[config.mk]
export PLATFORM = sky130hd
export DESIGN_NAME = accum_cpu_core
export DESIGN_NICKNAME = d
export VERILOG_FILES = /design/src/rtl/accum_cpu_core.sv
export SDC_FILE = /design/constraint.sdc
export NUM_CORES = 1
export LEC_CHECK = 0
export ABC_AREA = 1
export BUFFER_PORTS_ARGS = -buffer_cell sky130_fd_sc_hd__buf_2
export CAP_MARGIN = 25
export CORE_MARGIN = 10
export CORE_UTILIZATION = 55
export CTS_BUF_LIST = sky130_fd_sc_hd__clkbuf_16
export DETAILED_ROUTE_END_ITERATION = 8
export GPL_TIMING_DRIVEN = 1
export PLACE_DENSITY = 0.78
export SYNTH_ARGS = -nofsm -noshare
export SYNTH_HDL_FRONTEND = slang
export SYNTH_SLANG_ARGS = --single-unit
[constraint.sdc]
create_clock -name clk -period 6.9 [get_ports clk]
set_input_delay 0.69 -clock clk [delete_from_list [all_inputs] [get_ports clk]]
set_output_delay 0.69 -clock clk [all_outputs]
set_load 0.005 [all_outputs]
[src/rtl/accum_cpu_core.sv]
// ============================================================================
// Module      : accum_cpu_core
// Description : Accumulator CPU with 8-opcode ISA and a shared single-port RAM
//               for program and data.
// Revision    : 1.0 - initial release
// ============================================================================
`default_nettype none

module accum_cpu_core #(
  parameter int DATA_W = 8,
  parameter int ADDR_W = 5
) (
  input  logic              clk,
  input  logic              rst,
  input  logic              start,
  input  logic              prog_we,
  input  logic [ADDR_W-1:0] prog_addr,
  input  logic [DATA_W-1:0] prog_data,
  input  logic [DATA_W-1:0] in_data,
  input  logic              in_valid,
  output logic              in_ready,
  output logic [DATA_W-1:0] acc_out,
  output logic              aeq0,
  output logic              apos,
  output logic              ovf,
  output logic              halted,
  output logic              out_valid
);

  localparam int c_depth = 1 << ADDR_W;

  localparam logic [2:0] c_st_idle      = 3'd0;
  localparam logic [2:0] c_st_fetch     = 3'd1;
  localparam logic [2:0] c_st_decode    = 3'd2;
  localparam logic [2:0] c_st_execute   = 3'd3;
  localparam logic [2:0] c_st_writeback = 3'd4;
  localparam logic [2:0] c_st_inwait    = 3'd5;

  localparam logic [2:0] c_op_load  = 3'b000;
  localparam logic [2:0] c_op_store = 3'b001;
  localparam logic [2:0] c_op_add   = 3'b010;
  localparam logic [2:0] c_op_sub   = 3'b011;
  localparam logic [2:0] c_op_in    = 3'b100;
  localparam logic [2:0] c_op_jz    = 3'b101;
  localparam logic [2:0] c_op_jpos  = 3'b110;
  localparam logic [2:0] c_op_halt  = 3'b111;

  localparam logic [ADDR_W-1:0] c_pc_one = ADDR_W'(1);

  logic [DATA_W-1:0] r_mem [0:c_depth-1];
  logic [DATA_W-1:0] r_rdata;
  logic [2:0]        r_state;
  logic [DATA_W-1:0] r_acc;
  logic [ADDR_W-1:0] r_pc;
  logic [2:0]        r_ir_op;
  logic [ADDR_W-1:0] r_ir_addr;
  logic              r_ovf;

  logic [ADDR_W-1:0] w_addr;
  logic              w_we;
  logic [DATA_W-1:0] w_wdata;
  logic [DATA_W-1:0] w_sum;
  logic [DATA_W-1:0] w_diff;
  logic              w_add_ovf;
  logic              w_sub_ovf;
  logic [2:0]        w_fetched_op;

  // Single RAM port shared by program load, instruction fetch and operand access
  always_comb begin
    w_addr = r_pc;
    case (r_state)
      c_st_idle:    w_addr = prog_addr;
      c_st_execute: w_addr = r_ir_addr;
      default:      w_addr = r_pc;
    endcase
  end

  // Reset blocks every write so an interrupted STORE leaves RAM untouched
  assign w_we = !rst && (((r_state == c_st_idle) && prog_we) ||
                         ((r_state == c_st_execute) && (r_ir_op == c_op_store)));
  assign w_wdata = (r_state == c_st_idle) ? prog_data : r_acc;

  always_ff @(posedge clk) begin
    if (w_we) begin
      r_mem[w_addr] <= w_wdata;
    end
    r_rdata <= r_mem[w_addr];
  end

  assign w_sum        = r_acc + r_rdata;
  assign w_diff       = r_acc - r_rdata;
  assign w_add_ovf    = (r_acc[DATA_W-1] == r_rdata[DATA_W-1]) &&
                        (w_sum[DATA_W-1] != r_acc[DATA_W-1]);
  assign w_sub_ovf    = (r_acc[DATA_W-1] != r_rdata[DATA_W-1]) &&
                        (w_diff[DATA_W-1] != r_acc[DATA_W-1]);
  assign w_fetched_op = r_rdata[DATA_W-1 -: 3];

  always_ff @(posedge clk) begin
    if (rst) begin
      r_state   <= c_st_idle;
      r_acc     <= '0;
      r_pc      <= '0;
      r_ir_op   <= '0;
      r_ir_addr <= '0;
      r_ovf     <= 1'b0;
    end else begin
      case (r_state)
        c_st_idle: begin
          if (start) begin
            r_pc    <= '0;
            r_state <= c_st_fetch;
          end
        end
        c_st_fetch: begin
          r_state <= c_st_decode;
        end
        c_st_decode: begin
          r_ir_op   <= w_fetched_op;
          r_ir_addr <= r_rdata[ADDR_W-1:0];
          r_pc      <= r_pc + c_pc_one;
          r_state   <= (w_fetched_op == c_op_in) ? c_st_inwait : c_st_execute;
        end
        c_st_execute: begin
          case (r_ir_op)
            c_op_load, c_op_add, c_op_sub: r_state <= c_st_writeback;
            c_op_jz: begin
              if (r_acc == '0) r_pc <= r_ir_addr;
              r_state <= c_st_fetch;
            end
            c_op_jpos: begin
              if (!r_acc[DATA_W-1]) r_pc <= r_ir_addr;
              r_state <= c_st_fetch;
            end
            c_op_halt: r_state <= c_st_idle;
            default:   r_state <= c_st_fetch;
          endcase
        end
        c_st_writeback: begin
          case (r_ir_op)
            c_op_add: begin
              r_acc <= w_sum;
              r_ovf <= w_add_ovf;
            end
            c_op_sub: begin
              r_acc <= w_diff;
              r_ovf <= w_sub_ovf;
            end
            default: r_acc <= r_rdata;
          endcase
          r_state <= c_st_fetch;
        end
        c_st_inwait: begin
          if (in_valid) begin
            r_acc   <= in_data;
            r_state <= c_st_fetch;
          end
        end
        default: r_state <= c_st_idle;
      endcase
    end
  end

  assign acc_out   = r_acc;
  assign aeq0      = (r_acc == '0);
  assign apos      = ~r_acc[DATA_W-1];
  assign ovf       = r_ovf;
  assign halted    = (r_state == c_st_idle);
  assign in_ready  = (r_state == c_st_inwait);
  assign out_valid = (r_state == c_st_execute) && (r_ir_op == c_op_halt);

endmodule

`default_nettype wire
; ---- Word-level counts from Yosys, hierarchy flattened
; Memory sizes are Yosys's and may differ from the RTL's. A register that Yosys moved wholly into a read port is not among the register bits.
; Index checks and enable logic that the tools add are counted.
[word_totals]
ff_bits = 25
ram_bits = 256
in_bits = 26
output_inout_bits = 14
wordCells = 69
mem_count = 1
[classes]
addsub = 3
eq_ne = 21
n_mux = 18
bitwise = 1
reduce_logical = 19
[memory_table]
columns = name, words, word_bits, read_ports, rd_clocked_by_memory_dff, wr, line_no
row1 = r_mem, 32, 8, 1, 1, 1, 50  ; logic [DATA_W-1:0] r_mem [0:c_depth-1];
[op_table]
columns = cell, count
row1 = one-hot mux 8 bit (2 select lines), 2
row2 = one-hot mux 5 bit (2 select lines), 2
row3 = "equality test 3 bit, second input constant", 6
row4 = one-hot mux 3 bit (6 select lines), 1
row5 = 2-to-1 mux 8 bit, 2
row6 = 2-to-1 mux 5 bit, 3
row7 = one-hot mux 5 bit (3 select lines), 1
row8 = "equality test 3 x 2 -> 1 bit, second input constant", 4
row9 = 2-to-1 mux 3 bit, 3
row10 = adder 8 bit, 1
row11 = logical NOT 8 bit, 1
row12 = subtractor 8 bit, 1
row13 = "equality test 3 x 1 -> 1 bit, second input constant", 2
row14 = logical AND 1 bit, 6
row15 = logical NOT 3 bit, 2
row16 = "inequality test 3 bit, second input constant", 2
row17 = one-hot mux 3 bit (2 select lines), 1
row18 = AND reduction 2 bit, 3
row19 = "adder 5 x 1 -> 5 bit, second input constant", 1
row20 = AND reduction 5 bit, 1
row21 = "inequality test 2 bit, second input constant", 2
row22 = nonzero test 2 bit, 2
row23 = inequality test 1 bit, 3
row24 = "inequality test 3 x 1 -> 1 bit, second input constant", 1
row25 = other kinds (8), 9

; ---- Longest topological paths before layout
[depth]
ltp_word = 6
mapped_depth = 16
depth_no_buf = 14

; ---- Worst setup path after synthesis
; No wires, ideal clock.
[synth_path]
path_type = register to register
from = register r_state[1]
to = memory r_mem[0][0], data pin
setup_ps = 454
arrival_time_ps = 2247
required_ps = 6446
setup_slack_ps = 4199
stages_incl_launch_ff = 8
path_buffers = 3
period_less_slack_ps = 2701
path_cell_list = dfxtp_1 buf_4 nor2_4 nand2_4 inv_2 buf_6 clkbuf_1 o21ai_0
[synth_via]
elab_chain_cells = 2
[synth_rtl]
columns = item, line_no
row1 = start: declaration, 52  ; logic [2:0] r_state;
row2 = start signal: assignment, 100  ; r_state <= c_st_idle;
row3 = start signal: assignment, 111  ; r_state <= c_st_fetch;
row4 = start signal: assignment, 115  ; r_state <= c_st_decode;
row5 = logical NOT 3 bit, --
row6 = via halted, 26  ; output logic halted,
row7 = 2-to-1 mux 8 bit, 81  ; assign w_wdata = (r_state == c_st_idle) ? prog_data : r_acc;
row8 = via w_wdata[0], 61  ; logic [DATA_W-1:0] w_wdata;
row9 = end: declaration, 50
; The timed path passes the listed nets, and every way through them passes these cells.

; ---- Worst setup path in the final report
[layout_path]
from = register r_state[1]
to = memory r_mem[16][0], enable pin
[layout_via]
elab_chain_cells = 6
word_cells_on_any_way = 9
[layout_rtl]
columns = item, line_no
row1 = equality test 3 x 2 -> 1 bit or logical NOT 3 bit (tied branches), "71, 80, 79"
row2 = logical AND 1 bit (on tied branches), "80, 79"
row3 = logical OR 1 bit, 79  ; assign w_we = !rst && (((r_state == c_st_idle) && prog_we) ||
row4 = logical AND 1 bit, 79
row5 = 2-to-1 mux 1 bit, 84  ; if (w_we) begin
row6 = 2-to-1 mux 1 bit (not written as such), 85  ; r_mem[w_addr] <= w_wdata;
; Several ways; a longest one is shown, not always the timed one.

==> impl_metrics.csv <==
group,metric,value,unit
grt,grt_pass1_wl,50800,um
sta,drv_slew,0,
drt,via_per_inst,5.58,
layout,nFillCells,1956,
worst_setup_path,reg2reg_depth,6,
sta,setup_viol_count_final,0,
clock_tree,cts_tree,"built",
logic_synthesis,synth_area_leaders,"edfxtp_1 (57%), nand2_1 (18%), nand3_1 (5.9%), dfxtp_1 (4.9%), nor2_1 (2.2%)",
worst_setup_path,arrival,4110,ps
logic_synthesis,async_reset_ff_share,0,%
grt,grt_use_total,20.4,%
worst_setup_path,r2r_slack,2990,ps
job,maxCapViolations,0,
power_and_ir_drop,swShare,42.1,%
power_and_ir_drop,combPwrFrac,41.5,%
status,status,"finished, final reports clean",
worst_setup_path,worstSetupStartpointType,"flip-flop",
clock_tree,path_clk_slew,70,ps
sta,fmax,256,MHz
logic_synthesis,ys.flop_type,"edfxtp_1",
min_path,hold_path.class,"input pin to flip-flop",
layout,final_nets,1499,
clock_tree,post_cts_buffers,0,
logic_synthesis,synth_commonest_cells,"nand2_1 (632), edfxtp_1 (256), nand3_1 (159)",
logic_synthesis,syn_inst,1440,
worst_setup_path,worstSetupPathType,"flip-flop to flip-flop",
sta,rsz0062_at_grt,"no",
drt,vias,10000,
logic_synthesis,ys_seq_area_share,62.0,%
power_and_ir_drop,pwr-share-seq,34.0,%
power_and_ir_drop,cellPowerDensity,436,nW/um^2
layout,multi_input_area,4560,sq um
power_and_ir_drop,switchingPower,0.00272,W
sta,hold_violations,0,
placed_design,place_hpwl,20100,um
floorplanning,num_rows,57,
logic_synthesis,synth_edf_count,256,
grt,grt_antenna_before_repair,0,
sta,clock_skew,11.9,ps
floorplanning,io_pins,40,
clock_tree,cts_hold_buffers,0,
grt,grt.overflow.total,0,
power_and_ir_drop,ir_drop,0.270,mV
min_path,min_to,"acc_out[6]",
drt,drt_iter0_markers,1256,
logic_synthesis,syn-num-nets,1483,
sta,relSlewSlack,40.5,%
layout,utilization,61.3,%
clock_tree,insertion_delay,570,ps
drt,drc,0,
power_and_ir_drop,p_leak,6.29,nW
logic_synthesis,synth_area_leader_cell,"edfxtp_1",
worst_setup_path,r2r_end,"r_mem[16][0]",
logic_synthesis,synth_top_area_share,57.1,%
sta,fin_crit_sh,56.7,%
layout,ff_latch_area,8350,sq um
grt,use_met2,33.3,%
worst_setup_path,path_max_fanout,63,
floorplanning,die_width,176,um
grt,gr-usage-met1,27.2,%
grt,grt_pass1_vias,9616,
floorplanning,core,24200,sq um
worst_setup_path,rr_startpoint,"r_state[1]",
clock_tree,root_buffer,"clkbuf_16",
layout,area_growth,10.1,%
logic_synthesis,synthDistinctLibCells,41,
floorplanning,start_util,55.7,%
logic_synthesis,synth_area_per_cell,9.35,sq um
min_path,worst_hold_startpoint,"rst",
drt,post_drt_wl_per_cell,18.0,um
worst_setup_path,cp-startpoint,"r_state[1]",
sta,tightest_slew,892,ps
grt,grt_use_met3,3.87,%
worst_setup_path,endpoint_kind,"flip-flop",
worst_setup_path,cp_data_required_time,7100,ps
clock_tree,cts_resized,0,
logic_synthesis,ys_warn_count,0,
clock_tree,clk_path_buf_depth,3,
floorplanning,die_h,176,um
power_and_ir_drop,p_int,0.00374,W
clock_tree,clkSinkCount,289,
drt,antenna_left,0,
sta,layout_min_cycle_time,3910,ps
clock_tree,htreeDepth,1,
min_path,min_path_cells,2,
placed_design,place.gp.congestion,0.920,
power_and_ir_drop,power_frac_clock,24.5,%
layout,drive_above_1_share,9.08,%
layout,num_antenna_cells,0,
drt,firstDrtPassIters,5,
placed_design,port_buffers,39,
grt,top_usage_layer,"met2",
grt,grt_start_max_net_pins,82,
logic_synthesis,ys_ff_latch,289,
sta,tns,0,ps
clock_tree,numCtsBuffers,29,
floorplanning,die-area,31100,sq um
logic_synthesis,netlist_area,13500,sq um
logic_synthesis,yosysMostFrequentCell,"nand2_1",
drt,totalWireLength,32400,um
==> registers in the layout (all words and copies together) (netlist names) <==
signal / cells
r_state: 3
r_rdata: 8
r_mem: 256
r_ir_addr: 5
r_ir_op: 3
r_pc: 5
acc_out: 8
ovf: 1
==> layout by cell type, fill, tap and decap left out, types with 3 or more instances in the layout <==
cell	Yosys	layout
clkinvlp_4	0	4
o21ai_0	42	34
a21oi_1	34	34
o21ai_2	2	9
nand4_1	9	9
buf_4	16	12
dfxtp_1	33	33
edfxtp_1	256	256
nand2_4	2	3
inv_1	57	63
or2_2	3	3
clkinv_1	0	3
nand3b_1	3	3
inv_2	8	8
ha_1	15	15
nor2_1	80	80
nand2_1	632	632
o211ai_1	4	4
bufinv_16	0	4
nand3_1	159	159
clkbuf_16	0	29
nor2_2	8	8
buf_2	31	39
nor3_1	3	3
==> critical path, cell delays in order (launching register included) <==
cell,delay (ps)
dfxtp_1,550
nand3_4,190
nand2_4,180
nand3_4,480
nand2_4,740
nand3_1,650
nor2_1,710
==> power groups by stage <==
stage / clock network (W) / registers (W) / logic [W]
after floorplan: 0 / 0.00222 / 0.00197
after global placement: 0 / 0.00223 / 0.00258
after detailed placement: 0 / 0.00223 / 0.00262
after CTS: 0.00160 / 0.00220 / 0.00264
after global routing: 0.00168 / 0.00221 / 0.00299
final: 0.00158 / 0.00220 / 0.00268
==> worst max path at each step <==
stage,endpoint,slack [ps],cells past startpoint
global route,r_mem[16][7],2700,6
detailed placement,r_mem[11][4],2680,10
global placement,r_mem[7][3],2830,10
CTS,r_mem[7][5],2640,10
finish,r_mem[16][0],2990,6
floorplan,r_mem[0][0],4200,7
==> stage by stage <==
step | area [sq um] | hold slack [ps] | power [W] | instances | worst slack [ps]
finish | 14800 | 428 | 0.00646 | 1800 | 2990
global route | 14800 | 442 | 0.00687 | 1800 | 2700
CTS | 14800 | 409 | 0.00643 | 1799 | 2640
detailed placement | 13800 | 490 | 0.00485 | 1748 | 2680
global placement | 13800 | 480 | 0.00481 | 1748 | 2830
floorplan | 13500 | 442 | 0.00418 | 1440 | 4200
==> area by class of cell <==
type | instances | share of cell area [%]
well taps | 324 | 2.73
flip-flops and latches | 289 | 56.3
inverters | 65 | 1.65
multi-input cells | 1019 | 30.8
clock inverters | 22 | 1.59
repair buffers | 52 | 2.06
clock buffers | 29 | 4.89
==> metal layers <==
| layer | wire length, um | vias to the layer above |
|---|---|---|
| li1 | - | 4828 |
| met1 | 13100 | 4681 |
| met2 | 15400 | 472 |
| met3 | 3120 | 56 |
| met4 | 775 | 0 |
| met5 | 0 | - |
==> logic make-up (layout without fill, tap and decap cells) <==
family / count (synthesis) / count (layout) / share of synthesized area (%)
AOI/OAI and AO/OA: 92 / 92 / 3.77
xor gates and xnor gates: 1 / 1 / 0.0651
adders and majority gates: 17 / 17 / 1.69
buffers and inverters: 132 / 168 / 4.53
DFF: 289 / 289 / 62.0
and+or+nand+nor: 909 / 909 / 27.9
(Power assumes the default switching activity.)
